<file path="config.mk">
export PLATFORM = sky130hd
export DESIGN_NAME = axil_mem_slave_flat
export DESIGN_NICKNAME = d
export VERILOG_FILES = /design/src/rtl/axil_mem_slave_pkg.sv /design/src/rtl/axil_mem_slave_if.sv /design/src/rtl/axil_mem_array.sv /design/src/rtl/axil_mem_slave.sv /design/src/flat_wrapper.sv
export SDC_FILE = /design/constraint.sdc
export NUM_CORES = 1
export LEC_CHECK = 0
export CORE_ASPECT_RATIO = 2
export CORE_MARGIN = 10
export CORE_UTILIZATION = 35
export DETAILED_ROUTE_END_ITERATION = 7
export GPL_TIMING_DRIVEN = 0
export SETUP_SLACK_MARGIN = 0.2
export SLEW_MARGIN = 20
export SYNTH_ARGS = -nofsm -noshare
export SYNTH_HDL_FRONTEND = slang
export SYNTH_HIERARCHICAL = 1
export SYNTH_SLANG_ARGS = --single-unit
export TNS_END_PERCENT = 5
</file>
<file path="constraint.sdc">
create_clock -name s0_axi_aclk -period 7.2 [get_ports s0_axi_aclk]
set_input_delay 1.8 -clock s0_axi_aclk [delete_from_list [all_inputs] [get_ports s0_axi_aclk]]
set_output_delay 1.8 -clock s0_axi_aclk [all_outputs]
set_load 0.03 [all_outputs]
</file>
<file path="src/rtl/axil_mem_slave_pkg.sv">
// Shared response codes and FSM state types for the AXI4-Lite memory slave.
package axil_pkg;

  localparam logic [1:0] RESP_OKAY   = 2'b00;
  localparam logic [1:0] RESP_SLVERR = 2'b10;

  typedef enum logic [1:0] {
    WR_IDLE,
    WR_WAIT_DATA,
    WR_WAIT_ADDR,
    WR_RESP
  } wr_state_t;

  typedef enum logic {
    RD_IDLE,
    RD_DATA
  } rd_state_t;

endpackage

</file>
<file path="src/rtl/axil_mem_slave_if.sv">
// AXI4-Lite bus bundle between a master and the memory slave.
interface axil_mem_slave_if #(
  parameter int DATA_WIDTH = 32,
  parameter int ADDR_WIDTH = 8
);

  logic [ADDR_WIDTH-1:0]   awaddr;
  logic                    awvalid;
  logic                    awready;
  logic [DATA_WIDTH-1:0]   wdata;
  logic [DATA_WIDTH/8-1:0] wstrb;
  logic                    wvalid;
  logic                    wready;
  logic [1:0]              bresp;
  logic                    bvalid;
  logic                    bready;
  logic [ADDR_WIDTH-1:0]   araddr;
  logic                    arvalid;
  logic                    arready;
  logic [DATA_WIDTH-1:0]   rdata;
  logic [1:0]              rresp;
  logic                    rvalid;
  logic                    rready;

  modport master (
    output awaddr, awvalid, wdata, wstrb, wvalid, bready, araddr, arvalid, rready,
    input  awready, wready, bresp, bvalid, arready, rdata, rresp, rvalid
  );

  modport slave (
    input  awaddr, awvalid, wdata, wstrb, wvalid, bready, araddr, arvalid, rready,
    output awready, wready, bresp, bvalid, arready, rdata, rresp, rvalid
  );

endinterface

</file>
<file path="src/rtl/axil_mem_array.sv">
// Word RAM with one byte-strobed write port and one registered read port.
// Contents clear on reset; a read that coincides with a write sees the old word.
module axil_mem_array #(
  parameter  int DATA_WIDTH = 32,
  parameter  int MEM_DEPTH  = 32,
  localparam int IDX_W      = $clog2(MEM_DEPTH),
  localparam int STRB_W     = DATA_WIDTH / 8
) (
  input  logic                  clk,
  input  logic                  rst_n,
  input  logic                  we,
  input  logic [IDX_W-1:0]      waddr,
  input  logic [DATA_WIDTH-1:0] wdata,
  input  logic [STRB_W-1:0]     wstrb,
  input  logic                  re,
  input  logic [IDX_W-1:0]      raddr,
  input  logic                  rzero,
  output logic [DATA_WIDTH-1:0] rdata
);

  logic [DATA_WIDTH-1:0] mem_q [MEM_DEPTH];
  logic [DATA_WIDTH-1:0] mem_d [MEM_DEPTH];
  logic [DATA_WIDTH-1:0] rdata_q;
  logic [DATA_WIDTH-1:0] rdata_d;

  always_comb begin
    mem_d = mem_q;
    if (we) begin
      for (int b = 0; b < STRB_W; b++) begin
        if (wstrb[b]) begin
          mem_d[waddr][8*b +: 8] = wdata[8*b +: 8];
        end
      end
    end
  end

  // Read data only changes on an accepted read, so it holds while R stalls.
  always_comb begin
    rdata_d = rdata_q;
    if (re) begin
      rdata_d = rzero ? '0 : mem_q[raddr];
    end
  end

  always_ff @(posedge clk or negedge rst_n) begin
    if (!rst_n) begin
      for (int i = 0; i < MEM_DEPTH; i++) begin
        mem_q[i] <= '0;
      end
      rdata_q <= '0;
    end else begin
      mem_q   <= mem_d;
      rdata_q <= rdata_d;
    end
  end

  assign rdata = rdata_q;

endmodule

</file>
<file path="src/rtl/axil_mem_slave.sv">
// AXI4-Lite memory slave: independent write/read FSMs in front of axil_mem_array.
// Define AXIL_MEM_SLVERR_EN to answer out-of-range accesses with SLVERR instead of aliasing.
module axil_mem_slave
  import axil_pkg::*;
#(
  parameter int DATA_WIDTH = 32,
  parameter int ADDR_WIDTH = 8,
  parameter int MEM_DEPTH  = 32
) (
  input logic              s0_axi_aclk,
  input logic              s0_axi_aresetn,
  axil_mem_slave_if.slave  s0_axi
);

  localparam int OFFS   = $clog2(DATA_WIDTH / 8);
  localparam int IDX_W  = $clog2(MEM_DEPTH);
  localparam int STRB_W = DATA_WIDTH / 8;

  function automatic logic [IDX_W-1:0] word_idx(input logic [ADDR_WIDTH-1:0] a);
    return IDX_W'(a >> OFFS);
  endfunction

  wr_state_t               wr_state_q, wr_state_d;
  logic                    awready_q, awready_d;
  logic                    wready_q, wready_d;
  logic                    bvalid_q, bvalid_d;
  logic [1:0]              bresp_q, bresp_d;
  logic [ADDR_WIDTH-1:0]   awaddr_q, awaddr_d;
  logic [DATA_WIDTH-1:0]   wdata_q, wdata_d;
  logic [STRB_W-1:0]       wstrb_q, wstrb_d;

  rd_state_t               rd_state_q, rd_state_d;
  logic                    arready_q, arready_d;
  logic                    rvalid_q, rvalid_d;
  logic [1:0]              rresp_q, rresp_d;

  logic                    aw_hs, w_hs, ar_hs;
  logic                    commit, commit_ok, rd_ok;
  logic [ADDR_WIDTH-1:0]   commit_addr;
  logic [DATA_WIDTH-1:0]   commit_data;
  logic [STRB_W-1:0]       commit_strb;

  assign aw_hs = s0_axi.awvalid & awready_q;
  assign w_hs  = s0_axi.wvalid  & wready_q;
  assign ar_hs = s0_axi.arvalid & arready_q;

`ifdef AXIL_MEM_SLVERR_EN
  assign commit_ok = (int'(commit_addr >> OFFS) < MEM_DEPTH);
  assign rd_ok     = (int'(s0_axi.araddr >> OFFS) < MEM_DEPTH);
`else
  assign commit_ok = 1'b1;
  assign rd_ok     = 1'b1;
`endif

  // A write commits once both halves are present, taking each half live or latched.
  always_comb begin
    commit      = 1'b0;
    commit_addr = awaddr_q;
    commit_data = wdata_q;
    commit_strb = wstrb_q;
    case (wr_state_q)
      WR_IDLE: begin
        if (aw_hs && w_hs) begin
          commit      = 1'b1;
          commit_addr = s0_axi.awaddr;
          commit_data = s0_axi.wdata;
          commit_strb = s0_axi.wstrb;
        end
      end
      WR_WAIT_DATA: begin
        if (w_hs) begin
          commit      = 1'b1;
          commit_data = s0_axi.wdata;
          commit_strb = s0_axi.wstrb;
        end
      end
      WR_WAIT_ADDR: begin
        if (aw_hs) begin
          commit      = 1'b1;
          commit_addr = s0_axi.awaddr;
        end
      end
      default: ;
    endcase
  end

  always_comb begin
    wr_state_d = wr_state_q;
    awready_d  = awready_q;
    wready_d   = wready_q;
    bvalid_d   = bvalid_q;
    bresp_d    = bresp_q;
    awaddr_d   = awaddr_q;
    wdata_d    = wdata_q;
    wstrb_d    = wstrb_q;
    case (wr_state_q)
      WR_IDLE: begin
        awready_d = 1'b1;
        wready_d  = 1'b1;
        if (aw_hs && !w_hs) begin
          awaddr_d   = s0_axi.awaddr;
          awready_d  = 1'b0;
          wr_state_d = WR_WAIT_DATA;
        end else if (w_hs && !aw_hs) begin
          wdata_d    = s0_axi.wdata;
          wstrb_d    = s0_axi.wstrb;
          wready_d   = 1'b0;
          wr_state_d = WR_WAIT_ADDR;
        end
      end
      WR_RESP: begin
        if (s0_axi.bready) begin
          bvalid_d   = 1'b0;
          awready_d  = 1'b1;
          wready_d   = 1'b1;
          wr_state_d = WR_IDLE;
        end
      end
      default: ;
    endcase
    if (commit) begin
      awready_d  = 1'b0;
      wready_d   = 1'b0;
      bvalid_d   = 1'b1;
      bresp_d    = commit_ok ? RESP_OKAY : RESP_SLVERR;
      wr_state_d = WR_RESP;
    end
  end

  always_ff @(posedge s0_axi_aclk or negedge s0_axi_aresetn) begin
    if (!s0_axi_aresetn) begin
      wr_state_q <= WR_IDLE;
      awready_q  <= 1'b0;
      wready_q   <= 1'b0;
      bvalid_q   <= 1'b0;
      bresp_q    <= RESP_OKAY;
      awaddr_q   <= '0;
      wdata_q    <= '0;
      wstrb_q    <= '0;
    end else begin
      wr_state_q <= wr_state_d;
      awready_q  <= awready_d;
      wready_q   <= wready_d;
      bvalid_q   <= bvalid_d;
      bresp_q    <= bresp_d;
      awaddr_q   <= awaddr_d;
      wdata_q    <= wdata_d;
      wstrb_q    <= wstrb_d;
    end
  end

  always_comb begin
    rd_state_d = rd_state_q;
    arready_d  = arready_q;
    rvalid_d   = rvalid_q;
    rresp_d    = rresp_q;
    case (rd_state_q)
      RD_IDLE: begin
        arready_d = 1'b1;
        if (ar_hs) begin
          arready_d  = 1'b0;
          rvalid_d   = 1'b1;
          rresp_d    = rd_ok ? RESP_OKAY : RESP_SLVERR;
          rd_state_d = RD_DATA;
        end
      end
      RD_DATA: begin
        if (s0_axi.rready) begin
          rvalid_d   = 1'b0;
          arready_d  = 1'b1;
          rd_state_d = RD_IDLE;
        end
      end
      default: rd_state_d = RD_IDLE;
    endcase
  end

  always_ff @(posedge s0_axi_aclk or negedge s0_axi_aresetn) begin
    if (!s0_axi_aresetn) begin
      rd_state_q <= RD_IDLE;
      arready_q  <= 1'b0;
      rvalid_q   <= 1'b0;
      rresp_q    <= RESP_OKAY;
    end else begin
      rd_state_q <= rd_state_d;
      arready_q  <= arready_d;
      rvalid_q   <= rvalid_d;
      rresp_q    <= rresp_d;
    end
  end

  axil_mem_array #(
    .DATA_WIDTH (DATA_WIDTH),
    .MEM_DEPTH  (MEM_DEPTH)
  ) u_mem (
    .clk   (s0_axi_aclk),
    .rst_n (s0_axi_aresetn),
    .we    (commit & commit_ok),
    .waddr (word_idx(commit_addr)),
    .wdata (commit_data),
    .wstrb (commit_strb),
    .re    (ar_hs),
    .raddr (word_idx(s0_axi.araddr)),
    .rzero (~rd_ok),
    .rdata (s0_axi.rdata)
  );

  assign s0_axi.awready = awready_q;
  assign s0_axi.wready  = wready_q;
  assign s0_axi.bvalid  = bvalid_q;
  assign s0_axi.bresp   = bresp_q;
  assign s0_axi.arready = arready_q;
  assign s0_axi.rvalid  = rvalid_q;
  assign s0_axi.rresp   = rresp_q;

endmodule

</file>
<file path="src/flat_wrapper.sv">
// flat-port wrapper written by rule: the top's interface ports become plain ports
module axil_mem_slave_flat import axil_pkg::*;
#(
  parameter int DATA_WIDTH = 32,
  parameter int ADDR_WIDTH = 8,
  parameter int MEM_DEPTH  = 32
)
  (s0_axi_aclk, s0_axi_aresetn, s0_axi_awaddr, s0_axi_awvalid, s0_axi_wdata, s0_axi_wstrb, s0_axi_wvalid, s0_axi_bready, s0_axi_araddr, s0_axi_arvalid, s0_axi_rready, s0_axi_awready, s0_axi_wready, s0_axi_bresp, s0_axi_bvalid, s0_axi_arready, s0_axi_rdata, s0_axi_rresp, s0_axi_rvalid);
  axil_mem_slave_if #(.DATA_WIDTH(DATA_WIDTH), .ADDR_WIDTH(ADDR_WIDTH)) s0_axi_i ();
  input logic s0_axi_aclk;
  input logic s0_axi_aresetn;
  input wire logic [$bits(s0_axi_i.awaddr)-1:0] s0_axi_awaddr;
  input wire logic [$bits(s0_axi_i.awvalid)-1:0] s0_axi_awvalid;
  input wire logic [$bits(s0_axi_i.wdata)-1:0] s0_axi_wdata;
  input wire logic [$bits(s0_axi_i.wstrb)-1:0] s0_axi_wstrb;
  input wire logic [$bits(s0_axi_i.wvalid)-1:0] s0_axi_wvalid;
  input wire logic [$bits(s0_axi_i.bready)-1:0] s0_axi_bready;
  input wire logic [$bits(s0_axi_i.araddr)-1:0] s0_axi_araddr;
  input wire logic [$bits(s0_axi_i.arvalid)-1:0] s0_axi_arvalid;
  input wire logic [$bits(s0_axi_i.rready)-1:0] s0_axi_rready;
  output wire logic [$bits(s0_axi_i.awready)-1:0] s0_axi_awready;
  output wire logic [$bits(s0_axi_i.wready)-1:0] s0_axi_wready;
  output wire logic [$bits(s0_axi_i.bresp)-1:0] s0_axi_bresp;
  output wire logic [$bits(s0_axi_i.bvalid)-1:0] s0_axi_bvalid;
  output wire logic [$bits(s0_axi_i.arready)-1:0] s0_axi_arready;
  output wire logic [$bits(s0_axi_i.rdata)-1:0] s0_axi_rdata;
  output wire logic [$bits(s0_axi_i.rresp)-1:0] s0_axi_rresp;
  output wire logic [$bits(s0_axi_i.rvalid)-1:0] s0_axi_rvalid;
  assign s0_axi_i.awaddr = s0_axi_awaddr;
  assign s0_axi_i.awvalid = s0_axi_awvalid;
  assign s0_axi_i.wdata = s0_axi_wdata;
  assign s0_axi_i.wstrb = s0_axi_wstrb;
  assign s0_axi_i.wvalid = s0_axi_wvalid;
  assign s0_axi_i.bready = s0_axi_bready;
  assign s0_axi_i.araddr = s0_axi_araddr;
  assign s0_axi_i.arvalid = s0_axi_arvalid;
  assign s0_axi_i.rready = s0_axi_rready;
  assign s0_axi_awready = s0_axi_i.awready;
  assign s0_axi_wready = s0_axi_i.wready;
  assign s0_axi_bresp = s0_axi_i.bresp;
  assign s0_axi_bvalid = s0_axi_i.bvalid;
  assign s0_axi_arready = s0_axi_i.arready;
  assign s0_axi_rdata = s0_axi_i.rdata;
  assign s0_axi_rresp = s0_axi_i.rresp;
  assign s0_axi_rvalid = s0_axi_i.rvalid;
  axil_mem_slave #(.DATA_WIDTH(DATA_WIDTH), .ADDR_WIDTH(ADDR_WIDTH), .MEM_DEPTH(MEM_DEPTH)) u_core (.s0_axi_aclk(s0_axi_aclk), .s0_axi_aresetn(s0_axi_aresetn), .s0_axi(s0_axi_i));
endmodule
</file>
# Word level (Yosys, flattened, before mapping)
# Index checks and enable logic that the tools add are counted.
# W data, S select, Z words.
[totals] ff_bits=1107 word_cells=136
[classes] order_cmp=3 eq_ne=7 n_mux=60 bitwise_logic=7 reduce_logical=16
[ops] cell="$mux W1024" n=7
[ops] cell="$bwmux W1024" n=4
[ops] cell="$demux W32 S5" n=4
[ops] cell="$bmux W32 S5" n=1
[ops] cell="$mux W32" n=5
[ops] cell="$pmux W32 S2" n=1
[ops] cell="$mux W24" n=1
[ops] cell="$mux W1" n=18
[ops] cell="$mux W16" n=1
[ops] cell="$mux W7" n=2
[ops] cell="$pmux W7 S2" n=1
[ops] cell="$ge A6 B6 Y1 const B" n=2
[ops] cell="$not A5 Y6" n=2
[ops] cell="$pmux W1 S2" n=5
[ops] cell="$mux W2" n=4
[ops] cell="$mux W4" n=2
[ops] cell="$mux W8" n=1
[ops] cell="$pmux W4 S2" n=1
[ops] cell="$reduce_and A2 Y1" n=4
[ops] cell="$lt A6 B1 Y1 const B" n=1
[ops] cell="$reduce_and A3 Y1" n=2
[ops] cell="$eq A2 B2 Y1 const B" n=2
[ops] cell="$logic_and A1 B1 Y1" n=4
[ops] cell="$ne A4 B1 Y1 const B" n=1
[ops] cell="other kinds (12)" n=17

# Depth between registers and ports, before layout
# Gate-level depths: netlist of the first run.
[depth] word_depth=20 mapped_depth=10 depth_no_buf=8

# Modules after synthesis
# Netlist of the first run, hierarchy kept.
[modules_own_cells] module="axil_mem_array" n_inst=1 cells_per_inst=3234 area_each_um2=48181.2
[modules_own_cells] module="axil_mem_slave" n_inst=1 cells_per_inst=178 area_each_um2=2464.9

# Least setup slack after synthesis of the first run
# OpenSTA, ideal clock, no wires.
[synth_timing] path_type="input-to-reg" start="input s0_axi_awvalid" end="register u_core/u_mem/mem_q[640] (netlist bit)" setup_time_ps=125 t_arrival_ps=4027 required_ps=7075 path_slack_ps=3048 stages=8 n_path_buf=0 path_cell_list="nand2_1 > nor3_2 > mux2_2 > or3b_2 > inv_1 > nand2_1 > nor2_2 > mux2_2"
[synth_via] elab_chain_cells=20 word_cells_on_any_way=32
[synth_rtl] item="start: declaration" line="flat_wrapper.sv:13" source="input wire logic [$bits(s0_axi_i.awvalid)-1:0] s0_axi_awvalid;"
[synth_rtl] item="$and A1 B1 Y1 *" line="axil_mem_slave.sv:43" source="assign aw_hs = s0_axi.awvalid & awready_q;"
[synth_rtl] item="$logic_and A1 B1 Y1" line="axil_mem_slave.sv:63" source="if (aw_hs && w_hs) begin"
[synth_rtl] item="$mux W7" line="axil_mem_slave.sv:63"
[synth_rtl] item="$pmux W7 S2 *" line="axil_mem_slave.sv:61" source="case (wr_state_q)"
[synth_rtl] item="net u_core.commit_addr[4]" line="axil_mem_slave.sv:39" source="logic [ADDR_WIDTH-1:0] commit_addr;"
[synth_rtl] item="$not A5 Y6 (implied by the code) *" line="axil_mem_array.sv:31" source="mem_d[waddr][8*b +: 8] = wdata[8*b +: 8];"
[synth_rtl] item="$ge A6 B6 Y1 (implied by the code) or $lt A6 B1 Y1 (tied branches)" line="axil_mem_array.sv:31"
[synth_rtl] item="$logic_and A1 B1 Y1 (implied by the code)" line="axil_mem_array.sv:31"
[synth_rtl] item="[... 5 more ...]"
[synth_rtl] item="$bwmux W1024" line="axil_mem_array.sv:31"
[synth_rtl] item="$mux W1024" line="axil_mem_array.sv:30" source="if (wstrb[b]) begin"
[synth_rtl] item="$mux W1024" line="axil_mem_array.sv:28" source="if (we) begin"
[synth_rtl] item="$bwmux W1024" line="axil_mem_array.sv:31"
[synth_rtl] item="$mux W1024" line="axil_mem_array.sv:30"
[synth_rtl] item="$mux W1024" line="axil_mem_array.sv:28"
[synth_rtl] item="$bwmux W1024" line="axil_mem_array.sv:31"
[synth_rtl] item="$mux W1024 *" line="axil_mem_array.sv:30"
[synth_rtl] item="end signal: assignment" line="axil_mem_array.sv:52" source="mem_q <= mem_d;"
[synth_rtl] item="end: declaration" line="axil_mem_array.sv:21" source="logic [DATA_WIDTH-1:0] mem_q [MEM_DEPTH];"
# Mark *: on every way through the listed nets, which the timed path passes. The rest lies on a longest branch. The select of a mux whose other input is x is not followed.
# A chain may end at the register's enable or synchronous reset.

# Worst setup path in the final report of the first run
[layout_timing] start="input s0_axi_awvalid" end="register u_core/u_mem/mem_q[997] (netlist bit)"
# Same word-level chain as after synthesis.

==> results.cfg, run 1 <==
[outcome]
run_status = complete, no violations

[route]
viasPerCell = 5.50
drtPass1Iterations = 5
wire_per_inst_um = 30.1
first_iter_violations = 2148
drc = 0
ant_nets = 0
via_count = 30700
drt_wl_total_mm = 168

[floorplan]
dieArea_sq_um = 161000
die_h_um = 558
placement_rows = 197
die_x_um = 289
coreArea_sq_um = 144000
io_pins = 100
start_util_pct = 35.2

[cells_and_area]
drive_gt1_share_pct = 42.7
layout_common_cells = 1151 x mux2_2, 1105 x dfrtp_1, 264 x mux2i_1
instances_no_fill = 5580
layout_commonest_cell = mux2_2
syn2layout_area_growth_pct = 13.4
layout.nets = 3669

[setup_path]
cp.arrival_ns = 5.94
startpoint_type = input pin
worst_path_largest_cell_delay_ns = 0.89
cp_max_fo = 10
worst-path-buf-inv = 1
path_delay_family = simple AND/OR/NAND/NOR gates
r2r_cells = 7
crit_path_end_kind = flop
critical_path_required_ns = 7.80
critPathSlowestCell = nor3_1
cp_cell_sequence = clkdlybuf4s50_1 -> nand2_1 -> nor3_2 -> mux2_2 -> or3_1 -> nor3_1 -> nand2_1 -> mux2_2
criticalPathCategory = in -> reg
path_depth = 8

[sta]
drv_slew = 0
setup_viol = 0
finalClockSkew_ns = 0.0228
final-hold-violation-count = 0
rsz0062_at_grt = no
finalCriticalPeriod_ns = 5.34
setup_ws_ns = 1.86
relSlewSlack_pct = 18.8
tns_ns = 0
finalCritPeriodShare_pct = 74.2
worst_pin_slew_ns = 1.22
fmax_mhz = 187

[global_route]
antenna_found_initial = 1
use_met2_pct = 38.6
grt_max_degree = 149
grtUsageMet3_pct = 2.76
grt_first_pass_wirelength_mm = 236
grt_use_total_pct = 20.6
grt_pass1_vias = 33100
grt.overflow.total = 0
busiest_layer = met2
use_met1_pct = 18.9

[placed_design]
dp_hpwl_mm = 128
portBuffers = 87
dp_cells = 5402
pre_cts_ws_ns = 1.26
place_congestion = 0.931

[logic_synthesis]
synth_cells = 3412
synth_edf_count = 0
synth_flop_cell = dfrtp_1
synth.cell_area_sq_um = 50600
yosysUniqueCellTypes = 43
synth_area_per_cell_sq_um = 14.8
synth-seq-area-share_pct = 54.6
ys_warn_count = 6
synth-async-reset-ratio_pct = 100
synth_seq_cells = 1105

[clock_network]
cts_sinks = 1105
clk_latency_ns = 0.71
clk_pin_slew_ns = 0.07
cts_root_buf = clkbuf_16
clockBufferDepth = 3
post_cts_buffers = 0
cts_resized = 0
hold_buffers = 0
cts_tree = built
cts_buffers = 96
htreeDepth = 3

[power_and_ir_drop]
p_total_mw = 22.6
leakage_nw = 27.2
worst_ir_drop_vdd_v = 0.000181
p_per_area_nw_per_um2 = 393

[min_path]
hold_path.class = reg -> reg
whs_path_depth = 1

[job]
maxCapViolCount = 0
-- where the power goes --
| part | switching (mW) | total (mW) | internal [mW] |
|---|---|---|---|
| Combinational | 4.38 | 7.44 | 3.05 |
| Sequential | 1.16 | 9.62 | 8.46 |
| Clock | 2.42 | 5.50 | 3.08 |
| Total | 7.97 | 22.6 | 14.6 |
-- kinds of logic (layout without fill, tap and decap cells) --
| family | Yosys count | count (layout) | synth area share, % |
|---|---|---|---|
| buf+inv | 247 | 517 | 2.32 |
| compound gates | 252 | 252 | 3.92 |
| simple gates | 253 | 253 | 2.40 |
| other cells | 1 | 9 | 0.00740 |
| flops | 1105 | 1105 | 54.6 |
| mux | 1554 | 1554 | 36.7 |
-- per-layer routing --
metal	wire length (um)	vias to the layer above
li1	-	13000
met1	52700	16400
met2	92100	839
met3	5870	440
met4	17600	0
met5	0	-
-- sequential cells by signal, indices dropped and copies added, names as in the netlist --
register               count
u_core/wdata_q            32
u_core/rd_state_q          1
u_core/u_mem/mem_q      1024
u_core/s0_axi.rvalid       1
u_core/wstrb_q             4
u_core/s0_axi.wready       1
u_core/wr_state_q          2
u_core/s0_axi.arready      1
u_core/awaddr_q            5
u_core/s0_axi.awready      1
u_core/u_mem/rdata        32
u_core/s0_axi.bvalid       1
-- cells in the mapped netlist (7+ instances only) --
| cell type | count | area share [%] |
|---|---|---|
| a21oi_1 | 59 | 0.58 |
| and2_1 | 7 | 0.086 |
| nand2_2 | 17 | 0.21 |
| dfrtp_1 | 1105 | 55 |
| mux2_1 | 11 | 0.24 |
| mux2_2 | 1151 | 26 |
| nor2_1 | 73 | 0.54 |
| mux4_2 | 128 | 5.7 |
| a22o_1 | 56 | 0.97 |
| buf_6 | 18 | 0.40 |
| o2bb2ai_1 | 24 | 0.42 |
| nand2_1 | 84 | 0.62 |
| clkbuf_1 | 165 | 1.2 |
| mux2i_1 | 264 | 5.2 |
| buf_4 | 16 | 0.24 |
| buf_1 | 7 | 0.052 |
| buf_2 | 34 | 0.34 |
| nor2_2 | 25 | 0.31 |
| a221oi_2 | 8 | 0.24 |
| a22oi_1 | 24 | 0.36 |
| o221ai_1 | 24 | 0.42 |
| nand3_1 | 17 | 0.17 |
| a221oi_1 | 48 | 0.83 |
-- metrics by stage --
step / hold slack (ns) / util (%) / area [sq um]
6_report: 0.494 / 39.9 / 57400
3_3_place_gp: 0.469 / 37.4 / 53900
4_1_cts: 0.499 / 39.9 / 57400
3_5_place_dp: 0.477 / 37.6 / 54100
5_1_grt: 0.507 / 39.9 / 57400
2_1_floorplan: 0.459 / - / 50700
-- final timing paths --
path,from,endpoint,slack [ns]
min in group asynchronous,s0_axi_aresetn,u_core/wdata_q[20],1.01
max in group asynchronous,s0_axi_aresetn,u_core/u_mem/mem_q[958],3.47
hold reg to reg,u_core/u_mem/mem_q[740],u_core/u_mem/mem_q[740],0.49
setup reg to reg,u_core/s0_axi.awready,u_core/u_mem/mem_q[997],3.01
setup / recovery,s0_axi_awvalid,u_core/u_mem/mem_q[997],1.86
hold / removal,u_core/u_mem/mem_q[740],u_core/u_mem/mem_q[740],0.49
-- worst reg2reg max path, delay by kind of cell (launching register included) --
family	cells	cell delay (ns)
flops	1	0.44
mux	2	1.02
simple gates	5	2.63
-- cell type report --
type                       instances  area (sq um)
tap                             1890          2360
clock inverter                    36           425
antenna                            3          7.51
clock buffer                     139          2860
multi-input combinational       2065         21800
fill                           13500         86500
inverter                           6          22.5
sequential                      1105         27700
timing repair buffer              95          1110
buffer                           241          1150
No activity file was read; power rests on OpenSTA's default activity.
==> run 2, diff against run 1 <==
- clock period: 7.2 -> 4.72 ns (I/O delays scaled with it)
==> run 2 against run 1 <==
The run now ends with setup timing left. Combinational power increased by 52%. Clock skew decreased by 0.0019 ns. Clock power increased by 53%. Via count decreased by 0.46%. Non-clock buffer count unchanged. Utilization about the same. Flip-flop and latch count unchanged. Clock-buffer cell count unchanged. Highest routed layer unchanged.
==> results.cfg, run 2 (synthesis gave the netlist of run 1 again) <==
[cells_and_area]
syn2layout_area_growth_pct = 13.4
regMostFlops = u_core/u_mem/mem_q
drive_gt1_share_pct = 42.9
layout_common_cells = 1151 x mux2_2, 1105 x dfrtp_1, 264 x mux2i_1
largest_reg_flops = 1024
layout_commonest_cell = mux2_2
layout.nets = 3669

[route]
ant_nets = 0
viasPerCell = 5.47
drtPass1Iterations = 5
drt_wl_total_mm = 168
wire_per_inst_um = 30.1
drc = 0
via_count = 30500
first_iter_violations = 2109

[clock_network]
post_cts_buffers = 0
htreeDepth = 3
cts_buffers = 96
cts_resized = 1
hold_buffers = 0
cts_tree = built
cts_root_buf = clkbuf_16
clk_latency_ns = 0.71
cts_sinks = 1105
clockBufferDepth = 3
clk_pin_slew_ns = 0.07

[setup_path]
critical_path_required_ns = 5.32
worst_path_largest_cell_delay_ns = 0.89
cp.arrival_ns = 5.33
startpoint_type = input pin
cp_cell_sequence = clkdlybuf4s50_1 -> nand2_1 -> nor3_2 -> mux2_2 -> or3_1 -> nor3_1 -> nand2_1 -> mux2_2
critPathSlowestCell = nor3_1
criticalPathCategory = in -> reg
crit_path_end_kind = flop
cp_max_fo = 10

[placed_design]
pre_cts_ws_ns = -0.598
place_congestion = 0.931
dp_hpwl_mm = 128
portBuffers = 87

[sta]
fmax_mhz = 211
finalCritPeriodShare_pct = 100
finalClockSkew_ns = 0.0209
finalCriticalPeriod_ns = 4.73
hold_ws_ns = 0.393
setup_viol = 5
worst_pin_slew_ns = 1.20
final-hold-violation-count = 0
relSlewSlack_pct = 20.1
setup_ws_ns = -0.00882
drv_slew = 0
rsz0062_at_grt = yes

[floorplan]
dieArea_sq_um = 161000
die_x_um = 289
coreArea_sq_um = 144000
placement_rows = 197
start_util_pct = 35.2
io_pins = 100
die_h_um = 558

[global_route]
grt_max_degree = 149
antenna_found_initial = 1
grt.overflow.total = 0
grt_first_pass_wirelength_mm = 236
grt_use_total_pct = 20.6
grt_pass1_vias = 33100

[power_and_ir_drop]
p_per_area_nw_per_um2 = 599
worst_ir_drop_vdd_v = 0.000277
leakage_nw = 27.2

[min_path]
hold_path.class = in -> async

[outcome]
violations = setup timing
run_status = finished with violations

[job]
maxCapViolCount = 0
[run 2: cell counts in the layout (fill, tap and decap cells not counted)]
Identical to the previous run, type by type.
[run 2: routing by layer]
| layer | share of wire, % | track usage [%] |
|---|---|---|
| met1 | 31 | 18.9 |
| met2 | 55 | 38.6 |
| met3 | 3.5 | 2.76 |
| met4 | 11 | 18.8 |
| met5 | 0 | 0 |
[run 2: power breakdown]
group | internal (mW) | switching (mW)
sequential | 12.9 | 1.77
combinational | 4.66 | 6.68
clock | 4.70 | 3.70
[run 2: cell type report]
cell class	count	area, sq um
Fill cell	13500	86500
Sequential cell	1105	27700
Multi-Input combinational cell	2065	21900
Clock buffer	139	2860
Tap cell	1890	2360
Buffer	241	1150
Timing Repair Buffer	95	1110
Clock inverter	36	425
Inverter	6	22.5
Antenna cell	3	7.51
[run 2: final timing paths]
path | startpoint | to | slack (ns) | cells past startpoint
setup / recovery | s0_axi_awvalid | u_core/u_mem/mem_q[997] | -0.009 | 8
hold / removal | s0_axi_aresetn | u_core/wdata_q[20] | 0.39 | 1
setup reg to reg | u_core/s0_axi.awready | u_core/u_mem/mem_q[997] | 0.52 | 7
hold reg to reg | u_core/u_mem/mem_q[740] | u_core/u_mem/mem_q[740] | 0.49 | 1
max in group asynchronous | s0_axi_aresetn | u_core/u_mem/mem_q[958] | 1.62 | 5
min in group s0_axi_aclk | u_core/u_mem/mem_q[740] | u_core/u_mem/mem_q[740] | 0.49 | 1
[run 2: per-stage QoR]
stage | area (sq um) | std cells | power, mW | setup TNS (ns) | util, %
floorplan | 50700 | 3417 | 21.1 | 0 | -
global placement | 53900 | 5394 | 26.0 | - | 37.4
detailed placement | 54100 | 5402 | 26.2 | -258.14 | 37.6
CTS | 57400 | 5577 | 34.6 | 0 | 39.9
global route | 57400 | 5578 | 35.7 | 0 | 39.9
finish | 57400 | 5580 | 34.4 | -0.0123 | 39.9
[run 2: worst max-delay path: cells and delay by family]
family / cells / cell delay, ns
buffers and inverters: 1 / 0.52
multiplexers: 2 / 1.01
AND/OR/NAND/NOR: 5 / 2.58
==> run 3, diff against run 2 <==
--- a/config.mk
+++ b/config.mk
@@ -8,8 +8,7 @@
 export CORE_ASPECT_RATIO = 2
 export CORE_MARGIN = 10
-export CORE_UTILIZATION = 35
+export CORE_UTILIZATION = 40
 export DETAILED_ROUTE_END_ITERATION = 7
 export GPL_TIMING_DRIVEN = 0
-export SETUP_SLACK_MARGIN = 0.2
 export SLEW_MARGIN = 20
 export SYNTH_ARGS = -nofsm -noshare
==> constraint.sdc (replaced) <==
create_clock -name s0_axi_aclk -period 4.72 [get_ports s0_axi_aclk]
set_input_delay 1.18 -clock s0_axi_aclk [delete_from_list [all_inputs] [get_ports s0_axi_aclk]]
set_output_delay 1.18 -clock s0_axi_aclk [all_outputs]
set_load 0.02 [all_outputs]
==> run 3 against run 2 <==
Flip-flop and latch count stayed put. Largest cell class unchanged. The flow still finishes with violations (setup timing). Clock power about the same. Critical path type unchanged. Register-to-register slack lost 0.13 ns.
==> results.cfg, run 3 (synthesis gave the netlist of run 1 again) <==
[global_route]
grtUsageMet3_pct = 2.95
busiest_layer = met2
grt_first_pass_wirelength_mm = 236
grt.overflow.total = 0
use_met2_pct = 43.4
antenna_found_initial = 1
grt_max_degree = 144
grt_use_total_pct = 23.2
grt_pass1_vias = 33100
use_met1_pct = 22.3

[sta]
setup_ws_ns = -0.147
drv_slew = 0
worst_pin_slew_ns = 1.22
fmax_mhz = 205
final-hold-violation-count = 0
finalClockSkew_ns = 0.0294
rsz0062_at_grt = yes
setup_viol = 72
finalCriticalPeriod_ns = 4.87
tns_ns = -6.16
finalCritPeriodShare_pct = 103
relSlewSlack_pct = 18.5

[setup_path]
cp_cell_sequence = clkdlybuf4s50_1 -> nand2_1 -> nor3_2 -> mux2_2 -> buf_2 -> nor2b_1 -> nand2_1 -> nor2_1 -> mux2_2
cp_max_fo = 10
criticalPathCategory = in -> reg
r2r-end = u_core/u_mem/mem_q[574]
critical_path_required_ns = 5.32
critPathSlowestCell = nor2_1
cp.arrival_ns = 5.46
r2r_cells = 8
crit_path_end_kind = flop
timing.rr.start = u_core/s0_axi.awready
r2r_setup_slack_ns = 0.39
worst_path_largest_cell_delay_ns = 0.82
startpoint_type = input pin

[placed_design]
pre_cts_ws_ns = -0.590
placed_cell_area_sq_um = 53900
place_congestion = 0.910
dp_hpwl_mm = 126
portBuffers = 87

[cells_and_area]
syn2layout_area_growth_pct = 13.0
layout_common_cells = 1151 x mux2_2, 1105 x dfrtp_1, 264 x mux2i_1
fin_area_sq_um = 57200
layout.nets = 3671
multi_input_area_sq_um = 21900
largest_reg_flops = 1024
drive_gt1_share_pct = 43.1
nFillCells = 11400
regArea_sq_um = 27700
regMostFlops = u_core/u_mem/mem_q
layout_commonest_cell = mux2_2

[clock_network]
cts_buffers = 98
clockBufferDepth = 3
clk_latency_ns = 0.71
cts_sinks = 1105
hold_buffers = 0
htreeDepth = 3
cts_root_buf = clkbuf_16
clk_pin_slew_ns = 0.07
cts_tree = built

[route]
via_count = 30600
drc = 0
ant_nets = 0
wire_per_inst_um = 31.0
viasPerCell = 5.71
drtPass1Iterations = 6
drt_wl_total_mm = 166
first_iter_violations = 2039

[floorplan]
dieArea_sq_um = 142000
placement_rows = 184
start_util_pct = 40.3
die_x_um = 272
die_h_um = 523
coreArea_sq_um = 126000
io_pins = 100

[outcome]
run_status = finished with violations
violations = setup timing

[min_path]
hold_path.class = in -> async

[power_and_ir_drop]
p_total_mw = 34.3
worst_ir_drop_vdd_v = 0.000283
p_per_area_nw_per_um2 = 599
leakage_nw = 27.2

[job]
maxCapViolCount = 0
-- run 3: cell types whose count changed in the layout (fill, tap and decap cells not counted), moves of 2 or more --
cell / before / now
clkbuf_1: 181 / 179
clkbuf_16: 99 / 102
clkbuf_2: 1 / 4
clkinv_8: 0 / 2
diode_2: 3 / 1
inv_6: 3 / 0
nor2_1: 68 / 61
nor2_2: 30 / 37
-- run 3: what timing repair did --
action                     4_1_cts  5_1_grt
gates resized for setup          0       12
setup endpoints to repair        0      301
setup buffers                    0        0
-- run 3: worst max-delay path by stage --
| stage | startpoint | end | slack [ns] |
|---|---|---|---|
| after floorplan | s0_axi_awvalid | u_core/u_mem/mem_q[640] | 1.19 |
| after global routing | s0_axi_aresetn | u_core/u_mem/mem_q[988] | -0.12 |
| after global placement | s0_axi_aresetn | u_core/u_mem/mem_q[966] | -48.34 |
| final | s0_axi_awvalid | u_core/u_mem/mem_q[574] | -0.15 |
| after detailed placement | s0_axi_awvalid | u_core/u_mem/mem_q[179] | -0.59 |
| after CTS | s0_axi_awvalid | u_core/u_mem/mem_q[190] | 0.18 |
-- run 3: critical path, delay by kind of cell --
| family | cells | cell delay, ns |
|---|---|---|
| buf+inv | 2 | 0.98 |
| mux | 2 | 0.65 |
| simple gates | 5 | 2.63 |
-- run 3: where the power goes --
part / switching (mW) / internal (mW) / total, mW
sequential: 1.77 / 12.9 / 14.7
combinational: 6.53 / 4.66 / 11.2
clock: 3.69 / 4.73 / 8.42
-- run 3: final cells by class --
type,instances,area share [%]
Tap cell,1674,3.66
Sequential cell,1105,48.3
Multi-Input combinational cell,2065,38.2
Clock inverter,33,0.687
Inverter,6,0.0394
Clock buffer,141,5.10
Timing Repair Buffer,95,1.94
Antenna cell,1,0.00437
Buffer,241,2.02
-- run 3: per-stage QoR --
step,hold slack (ns),std cells,utilization (%)
6_report,0.299,5361,45.5
3_3_place_gp,0.471,5178,42.7
4_1_cts,0.269,5360,45.5
3_5_place_dp,0.481,5186,42.9
2_1_floorplan,0.459,3417,-
5_1_grt,0.291,5361,45.5
-- run 3: per-layer routing --
metal | vias up | share of wire, %
met5 | - | 0
met4 | 0 | 9.6
met3 | 410 | 3.2
met2 | 868 | 54
met1 | 16300 | 33
li1 | 13000 | -
